[config.mk]
export PLATFORM = sky130hd
export DESIGN_NAME = mul_norm_pipe
export DESIGN_NICKNAME = d
export VERILOG_FILES = /design/src/rtl/mul_norm_pkg.sv /design/src/rtl/mul_norm_stage.sv /design/src/rtl/mul_norm_pipe.sv
export SDC_FILE = /design/constraint.sdc
export NUM_CORES = 1
export LEC_CHECK = 0
export BUFFER_PORTS_ARGS = -buffer_cell sky130_fd_sc_hd__buf_4
export CAP_MARGIN = 20
export CORE_ASPECT_RATIO = 1.75
export CORE_MARGIN = 3
export CORE_UTILIZATION = 48
export CTS_BUF_LIST = sky130_fd_sc_hd__clkbuf_8
export DETAILED_ROUTE_END_ITERATION = 8
export PLACE_DENSITY = 0.69
export SYNTH_ARGS = -nofsm -noshare
export SYNTH_HDL_FRONTEND = slang
export SYNTH_SLANG_ARGS = --single-unit
export TNS_END_PERCENT = 20
[constraint.sdc]
create_clock -name clk -period 1.65 [get_ports clk]
set_input_delay 0.0825 -clock clk [delete_from_list [all_inputs] [get_ports clk]]
set_output_delay 0.0825 -clock clk [all_outputs]
set_load 0.1 [all_outputs]
[src/rtl/mul_norm_pkg.sv]
// Shared helpers for the multiplier mantissa normaliser.
// Latency: n/a (compile-time functions only).
// Backpressure: n/a.
package mul_norm_pkg;

    // Width of a leading-zero count that can express 0..width inclusive.
    function automatic int lzc_w(input int width);
        return $clog2(width + 1);
    endfunction

    // Number of register ranks when every reg_every shift levels get a rank;
    // a trailing partial group still gets its own rank.
    function automatic int ranks(input int lvls, input int reg_every);
        return (lvls + reg_every - 1) / reg_every;
    endfunction

endpackage

[src/rtl/mul_norm_stage.sv]
// One rank of the normaliser: NLV binary shift levels followed by a valid/payload register.
// Latency: 1 cycle from in handshake to out_valid.
// Backpressure: in_ready = !out_valid || out_ready, purely combinational, no skid storage.
//
// Ports:
//   clk, rst            clock, synchronous active-high reset
//   in_valid/in_ready   upstream handshake
//   in_data, in_lzc     operand and partial count entering this rank's levels
//   lvl_data, lvl_lzc   combinational result of this rank's levels (pre-register)
//   pay_in              payload to capture on handshake (built by the parent from lvl_*)
//   out_valid/out_ready downstream handshake
//   pay_out             registered payload
module mul_norm_stage #(
    parameter int PW    = 32,
    parameter int LVLS  = 5,
    parameter int HI    = 4,   // highest shift level handled here (shift of 2**HI)
    parameter int NLV   = 2,   // number of levels handled here: HI down to HI-NLV+1
    parameter int PAY_W = 38
) (
    input  logic             clk,
    input  logic             rst,
    input  logic             in_valid,
    output logic             in_ready,
    input  logic [PW-1:0]    in_data,
    input  logic [LVLS-1:0]  in_lzc,
    output logic [PW-1:0]    lvl_data,
    output logic [LVLS-1:0]  lvl_lzc,
    input  logic [PAY_W-1:0] pay_in,
    output logic             out_valid,
    input  logic             out_ready,
    output logic [PAY_W-1:0] pay_out
);

    logic [PW-1:0]   d [NLV+1];
    logic [LVLS-1:0] l [NLV+1];

    assign d[0] = in_data;
    assign l[0] = in_lzc;

    for (genvar g = 0; g < NLV; g++) begin : g_lvl
        localparam int K  = HI - g;
        localparam int SH = 1 << K;
        logic hit;
        // Top SH bits all clear: the leading one lies further down, so shift by SH.
        assign hit      = ~|d[g][PW-1 -: SH];
        assign d[g+1]   = hit ? (d[g] << SH) : d[g];
        assign l[g+1]   = l[g] | ({LVLS{hit}} & LVLS'(SH));
    end

    assign lvl_data = d[NLV];
    assign lvl_lzc  = l[NLV];

    assign in_ready = !out_valid || out_ready;

    always_ff @(posedge clk) begin
        if (rst) begin
            out_valid <= 1'b0;
            pay_out   <= '0;
        end else begin
            if (in_ready) out_valid <= in_valid;
            if (in_valid && in_ready) pay_out <= pay_in;
        end
    end

endmodule

[src/rtl/mul_norm_pipe.sv]
// Pipelined leading-zero count and left-normalise of a WIDTH-bit mantissa product.
// Latency: ranks($clog2(WIDTH), REG_EVERY) cycles, throughput one operand per cycle.
// Backpressure: valid/ready per rank, ready chained combinationally from out_ready; stalled ranks hold.
//
// Ports:
//   clk, rst             clock, synchronous active-high reset
//   in_valid/in_ready    operand handshake; in_data operand, in_exp exponent
//   out_valid/out_ready  result handshake
//   out_data             in_data shifted left by out_lzc
//   out_lzc              leading-zero count 0..WIDTH (WIDTH for an all-zero operand)
//   out_zero             operand was all zeros
//   out_exp, out_uflow   in_exp - lzc (mod 2**EXP_W) and lzc > in_exp
// Optional feature macro MUL_NORM_EXP_EN: when defined, in_exp/out_exp/out_uflow exist and the
// exponent is carried through the ranks and adjusted in the last rank before its register.
module mul_norm_pipe
    import mul_norm_pkg::*;
#(
    parameter int WIDTH     = 24,
    parameter int REG_EVERY = 2,
    parameter int EXP_W     = 10
) (
    input  logic                     clk,
    input  logic                     rst,
    input  logic                     in_valid,
    output logic                     in_ready,
    input  logic [WIDTH-1:0]         in_data,
`ifdef MUL_NORM_EXP_EN
    input  logic [EXP_W-1:0]         in_exp,
`endif
    output logic                     out_valid,
    input  logic                     out_ready,
    output logic [WIDTH-1:0]         out_data,
    output logic [lzc_w(WIDTH)-1:0]  out_lzc,
    output logic                     out_zero
`ifdef MUL_NORM_EXP_EN
    ,
    output logic [EXP_W-1:0]         out_exp,
    output logic                     out_uflow
`endif
);

    localparam int LVLS  = $clog2(WIDTH);
    localparam int PW    = 1 << LVLS;
    localparam int LW    = lzc_w(WIDTH);
    localparam int RANKS = ranks(LVLS, REG_EVERY);

    // Per-rank payload. lzc holds the raw shift count; the all-zero clamp is applied at the output.
    typedef struct packed {
        logic [PW-1:0]    data;
        logic [LVLS-1:0]  lzc;
        logic             zero;
`ifdef MUL_NORM_EXP_EN
        logic             uflow;
        logic [EXP_W-1:0] exp;
`endif
    } pay_t;

    localparam int PAY_W = $bits(pay_t);

    pay_t           pay_q [RANKS+1];
    pay_t           pay_src;
    logic [RANKS:0] vld;
    logic [RANKS:0] rdy;

    // Operand is left-aligned in a power-of-two field so every level tests a full 2**k slice.
    always_comb begin
        pay_src      = '0;
        pay_src.data = PW'(in_data) << (PW - WIDTH);
        pay_src.zero = (in_data == '0);
`ifdef MUL_NORM_EXP_EN
        pay_src.exp  = in_exp;
`endif
    end

    assign pay_q[0]   = pay_src;
    assign vld[0]     = in_valid;
    assign in_ready   = rdy[0];
    assign rdy[RANKS] = out_ready;
    assign out_valid  = vld[RANKS];

`ifdef MUL_NORM_EXP_EN
    localparam int CW = ((LVLS > EXP_W) ? LVLS : EXP_W) + 1;
`else
    localparam int unused_exp_w = EXP_W;
`endif

    for (genvar r = 0; r < RANKS; r++) begin : g_rank
        localparam int LEFT = LVLS - r * REG_EVERY;
        localparam int HI   = LEFT - 1;
        localparam int NLV  = (LEFT < REG_EVERY) ? LEFT : REG_EVERY;

        logic [PW-1:0]   lvl_data;
        logic [LVLS-1:0] lvl_lzc;
        pay_t            nxt;

        always_comb begin
            nxt      = pay_q[r];
            nxt.data = lvl_data;
            nxt.lzc  = lvl_lzc;
`ifdef MUL_NORM_EXP_EN
            // Last rank: full count is known here. A zero operand keeps its exponent.
            if (r == RANKS - 1 && !pay_q[r].zero) begin
                nxt.uflow = CW'(lvl_lzc) > CW'(pay_q[r].exp);
                nxt.exp   = pay_q[r].exp - EXP_W'(lvl_lzc);
            end
`endif
        end

        mul_norm_stage #(
            .PW    (PW),
            .LVLS  (LVLS),
            .HI    (HI),
            .NLV   (NLV),
            .PAY_W (PAY_W)
        ) u_stage (
            .clk       (clk),
            .rst       (rst),
            .in_valid  (vld[r]),
            .in_ready  (rdy[r]),
            .in_data   (pay_q[r].data),
            .in_lzc    (pay_q[r].lzc),
            .lvl_data  (lvl_data),
            .lvl_lzc   (lvl_lzc),
            .pay_in    (nxt),
            .out_valid (vld[r+1]),
            .out_ready (rdy[r+1]),
            .pay_out   (pay_q[r+1])
        );
    end

    // Bits below the operand field only ever hold the zero padding.
    if (PW > WIDTH) begin : g_pad
        logic unused_pad;
        assign unused_pad = ^pay_q[RANKS].data[PW-WIDTH-1:0];
    end

    assign out_data = pay_q[RANKS].data[PW-1 -: WIDTH];
    // An all-zero operand drives every level, leaving PW-1 in lzc; report WIDTH instead.
    assign out_lzc  = pay_q[RANKS].zero ? LW'(WIDTH) : LW'(pay_q[RANKS].lzc);
    assign out_zero = pay_q[RANKS].zero;
`ifdef MUL_NORM_EXP_EN
    assign out_exp   = pay_q[RANKS].exp;
    assign out_uflow = pay_q[RANKS].uflow;
`endif

endmodule
* Word level (Yosys, flattened, before mapping)
Index checks and enable logic that the tools add are counted.
** Operators by class
- Muxes and demuxes :: 6
- Eq/ne operators :: 0
- Divide/modulo/power cells :: 0
- $lt $le $gt $ge :: 0
- $add $sub $neg :: 0
- $mul :: 0
- Shift-type cells :: 0
- Bitwise gates (word level) :: 4
- Reduce and logical (&&, ||, !) cells :: 19
** Operator list (number)
- 32-bit 2-to-1 mux :: 5
- 24-bit logical NOT :: 1
- 16-bit OR reduction :: 1
- 1-bit logical NOT :: 8
- 8-bit OR reduction :: 1
- 5-bit 2-to-1 mux :: 1
- 5-bit by 1-bit OR with 5-bit output :: 1
- 5-bit by 2-bit OR with 5-bit output :: 1
- 5-bit by 3-bit OR with 5-bit output :: 1
- 5-bit by 4-bit OR with 5-bit output :: 1
- 4-bit OR reduction :: 1
- 1-bit logical AND :: 3
- 1-bit logical OR :: 3
- 2-bit OR reduction :: 1
** Word-level totals
- Memories :: 0
- Output and inout port bits :: 32
- Logic and storage cells :: 35
- Bits in read-only memories :: 0
- Latch bits :: 0
- Register bits after elaboration :: 117
- RAM bits :: 0
- Bits of input ports :: 28

* Longest topological paths before layout
- Word-level depth :: 5
- Gate-level depth with buffers :: 6
- Gate-level depth less buffers :: 4

* Modules after synthesis
From an unflattened synthesis, not the netlist that was laid out.
** Second synthesis, totals
- Cells, all modules :: 826
- Area total of the unflattened synthesis :: 6899.1 sq um
** Modules (own cells, without submodules)
- mul_norm_stage (g_rank[1].u_stage) :: area an instance 2508.7 sq um, seq. area each 780.7 sq um, instances 1, cells an instance 321
- mul_norm_stage (g_rank[2].u_stage) :: area an instance 2262.2 sq um, seq. area each 780.7 sq um, instances 1, cells an instance 219
- mul_norm_stage (g_rank[0].u_stage) :: area an instance 2035.7 sq um, seq. area each 780.7 sq um, instances 1, cells an instance 271
- mul_norm_pipe :: area an instance 92.6 sq um, seq. area each 0.0 sq um, instances 1, cells an instance 15

* Least setup slack after synthesis
OpenSTA, ideal clock, no wires.
- Path type :: reg2reg
- Start point :: register g_rank[2].u_stage.out_valid
- End point :: register g_rank[0].u_stage.pay_out[36]
- Path slack :: -1.764 ns
- Data arrival time :: 3.334 ns
- Buffers on the path :: 1
- Library setup time :: 0.080 ns
- Stages on the path, launching flop included :: 6
- Clock period less this slack :: 3.414 ns
- Required time :: 1.570 ns
- Path through :: dfxtp_1 -> nand4b_1 -> nand2_1 -> buf_2 -> a211oi_1 -> a211oi_2
** On the way
- Longest elaborated chain between the ends :: 5
** RTL lines
- start, declared :: RTL line mul_norm_stage.sv:29 : output logic out_valid,
- start signal, assigned :: RTL line mul_norm_stage.sv:60 : if (in_ready) out_valid <= in_valid;
- 1-bit logical NOT :: RTL line mul_norm_stage.sv:53 : assign in_ready = !out_valid || out_ready;
- 1-bit logical OR (3 in series) :: RTL line mul_norm_stage.sv:53
- named net in_ready :: RTL line mul_norm_pipe.sv:25 : output logic in_ready,
- 1-bit logical AND :: RTL line mul_norm_stage.sv:61 : if (in_valid && in_ready) pay_out <= pay_in;
- end signal, assigned :: RTL line mul_norm_stage.sv:61
- end, declared :: RTL line mul_norm_stage.sv:31 : output logic [PAY_W-1:0] pay_out
The timed path passes the listed nets, and every way through them passes these cells.
A chain may end at the register's enable or synchronous reset.

* Worst setup path after layout
- Start point :: register g_rank[0].u_stage.pay_out[36]
- End point :: register g_rank[1].u_stage.pay_out[18]
** On the way
- Longest elaborated chain between the ends :: 4
** RTL lines
- 4-bit OR reduction :: RTL line mul_norm_stage.sv:45 : assign hit = ~|d[g][PW-1 -: SH];
- 32-bit 2-to-1 mux * :: RTL line mul_norm_stage.sv:46 : assign d[g+1] = hit ? (d[g] << SH) : d[g];
- 2-bit OR reduction :: RTL line mul_norm_stage.sv:45
- 32-bit 2-to-1 mux * :: RTL line mul_norm_stage.sv:46
- end signal, assigned :: RTL line mul_norm_stage.sv:61
- end, declared :: RTL line mul_norm_stage.sv:31
Every way passes the cells marked *; elsewhere a longest branch is shown, timed or not.

==> summary.txt <==
GRT
  – GRT Overall Usage: 22.1%
  – Initial antenna violation count: 0
  – Final global-route overflow total: 0
  – First-pass GRT wire length: 18.6 mm
  – Largest net degree at the start of global routing: 53
  – Number of global-route vias before repair: 3854

Synthesis
  – Netlist cell types: 41
  – Largest cells by area after synthesis: dfxtp_1, a211oi_1, mux2i_1, nor2_1, a21oi_1
  – Seq/Total Area, Yosys: about two fifths
  – Syn_area_per_cell: 8.58 um^2
  – Synth warn: 0
  – Synth top area share: 39.9%
  – Yosys reg bits: 89
  – Post-Syn Instances: 520
  – Mapped Area: between 4000 and 5000 um^2
  – Syn_nets: 548
  – Area leader, netlist: dfxtp_1

Clocking
  – Sink Count: approximately 90
  – Clk root buf: clkbuf_8
  – Clock buffer depth: 2
  – Clock latency on the worst-skew pair: 0.36 ns
  – Clock Pin Slew Worst Setup and Hold Paths: roughly 0.09 ns
  – CTS tree: built
  – H-tree Lvls: 3
  – CTS Buf Count: 9

Setup path
  – Endpoint class of the critical path: flop
  – R2R Path End: g_rank[1].u_stage.pay_out[18]
  – Slowest CP cell: mux2_2
  – Worst path cell trace: nor4_4 -> mux2_2 -> a221oi_1 -> nor3_1
  – Crit path capture: g_rank[1].u_stage.pay_out[18]
  – Reg2Reg Depth: 4
  – Worst EP arrival: 1.79 ns
  – CP max stage delay: roughly 0.38 ns
  – WP data required: 1.89 ns
  – RR Startpoint: g_rank[0].u_stage.pay_out[36]
  – Crit path max fanout: 5
  – CP startpoint kind: flop
  – Critical path class: reg2reg
  – CP Launch Point: g_rank[0].u_stage.pay_out[36]
  – Worst reg-to-reg setup slack: 0.1 ns

Drt
  – Wirelength per Cell: 16.2 um
  – Detailed Routing Iterations Pass 1: 4
  – DRC: 0
  – Final WL: ~11 mm
  – Via count: 3917
  – Via density: 5.71
  – DRT antenna net count: 0
  – Initial DRC count: 227

Flow run
  – Max_cap viols: 0

Timing
  – Fmax: 0.645 GHz
  – Slew Limit Headroom: 61.9%
  – Final setup violation count: 0
  – Worst Tran Pin Value: 0.566 ns
  – Final Hold Viols: 0
  – Unrepaired setup endpoints after global routing: false
  – Clock Skews: about 0.0096 ns
  – Final period util: between 90% and 100%
  – Post-layout minimum cycle time: 1.55 ns
  – Max Slew Vio Count: 0
  – Setup TNS: 0 ns

Cells and area
  – Cell area after layout: 5320 um^2
  – Commonest non-fill, non-tap cell in the layout: buf_4
  – Layout cell share with drive strength beyond 1: 26.0%
  – ANT cells: 0
  – Commonest cells after routing, fill and taps aside: buf_4, dfxtp_1, nor2_1
  – Layout fillers: 808
  – P&R area growth vs syn: 19.3%
  – Nets: 592
  – Multi-input gate area: 2400 um^2
  – FF+latch area: 1790 um^2

Die
  – Std cell rows: 45
  – Die X: 78.9 um
  – Top Ports: 60
  – Effective utilization at floorplan: 50.5%
  – Die height: 134 um
  – Die area: 10500 um^2
  – Core area: 8840 um^2

Pwr
  – PwrDens: 928 nW/um^2
  – Peak supply drop: 0.399 mV
  – P_leak: 1.98 nW

Run status
  – Status: complete, no violations

Place
  – DPL Wire Length: 8.43 mm
  – Gpl congestion: between 0.9 and 1
  – # port buffers: 59
  – Area post-placement: 5090 um^2

Hold path
  – Hold crit path type: in2reg
==> state kept, by name, summed over array words and instances, names as in the netlist <==
name	flops
g_rank.u_stage.out_valid	3
g_rank.u_stage.pay_out	86
==> stage by stage <==
step | hold WS [ns] | utilization (%) | cells | total power, mW | worst slack [ns]
global route | 0.00912 | 60.2 | 686 | 5.16 | 0.0110
floorplan | 0.212 | - | 520 | 3.19 | -1.02
global placement | 0.357 | 57.6 | 669 | 3.47 | -0.0225
CTS | 0.00350 | 59.9 | 686 | 4.96 | 0.0259
detailed placement | 0.373 | 57.6 | 669 | 3.49 | -0.0566
finish | 0.0180 | 60.2 | 686 | 4.94 | 0.0992
==> per-layer routing <==
layer | share of wire, % | track usage [%]
met1 | 40 | 24.3
met2 | 52 | 38.5
met3 | 4.1 | 4.40
met4 | 4.7 | 13.4
met5 | 0 | 0
==> repair_timing <==
| action | 4_1_cts | 5_1_grt |
|---|---|---|
| gates resized for setup | 0 | 7 |
| hold buffers | 1 | 0 |
| setup endpoints to repair | 0 | 27 |
| buffers inserted | 0 | 0 |
| hold endpoints to repair | 1 | 0 |
==> worst max-delay path, delay by kind of cell, from the launching register on <==
family / cells / cell delay (ns)
compound gates: 1 / 0.26
flops: 1 / 0.37
mux: 1 / 0.38
simple gates: 2 / 0.43
==> cell type report <==
cell class / count / area share, %
tap: 117 / 2.75
clock inverter: 5 / 0.917
multi-input combinational: 366 / 45.1
clock buffer: 11 / 2.85
inverter: 3 / 0.212
sequential: 89 / 33.6
timing repair buffer: 95 / 14.6
==> kinds of logic (layout without fill, tap and decap cells) <==
group                  Yosys count  in the layout  synth area share (%)
and+or+nand+nor                184            184                  20.1
buffers and inverters           65            114                  7.80
AOI/OAI and AO/OA              148            148                  24.5
muxes                           34             34                  7.68
DFF                             89             89                  39.9
==> synth_stat cells <==
master,count
dfxtp_1,89
nor2_1,69
a211oi_1,48
nand2_1,44
a21oi_1,40
mux2i_1,32
clkbuf_1,29
buf_4,25
nor3_1,16
nand3_1,15
o21ai_0,12
a2111o_1,10
a22oi_1,8
and2_1,7
buf_2,7
nor2b_1,7
a211oi_2,6
nand3b_1,5
a21o_1,4
a221oi_1,4
a311oi_1,4
o31ai_1,4
inv_1,3
nand2b_1,3
nor4_4,3
or2_2,3
a211o_1,2
mux2_2,2
nor2_2,2
nor4_1,2
o211a_1,2
or2_1,2
or4_1,2
or4_4,2
a211oi_4,1
a21oi_2,1
and4_1,1
clkbuf_2,1
nand4b_1,1
o211ai_4,1
o21ai_1,1
==> power breakdown <==
group          switching, mW  internal, mW  total (mW)  leakage [nW]
clock network          0.720         0.767        1.49         0.109
logic                  0.685         0.394        1.08          1.14
registers              0.110          2.26        2.37         0.730
==> worst min path at each step <==
stage | startpoint | depth (start not counted) | endpoint | slack [ns]
global route | in_data[5] | 3 | g_rank[0].u_stage.pay_out[19] | 0.009
detailed placement | in_valid | 3 | g_rank[0].u_stage.out_valid | 0.37
floorplan | in_valid | 2 | g_rank[0].u_stage.out_valid | 0.21
CTS | in_data[5] | 3 | g_rank[0].u_stage.pay_out[19] | 0.003
global placement | in_valid | 3 | g_rank[0].u_stage.out_valid | 0.36
finish | in_data[1] | 3 | g_rank[0].u_stage.pay_out[15] | 0.02
(Power assumes the default switching activity.)
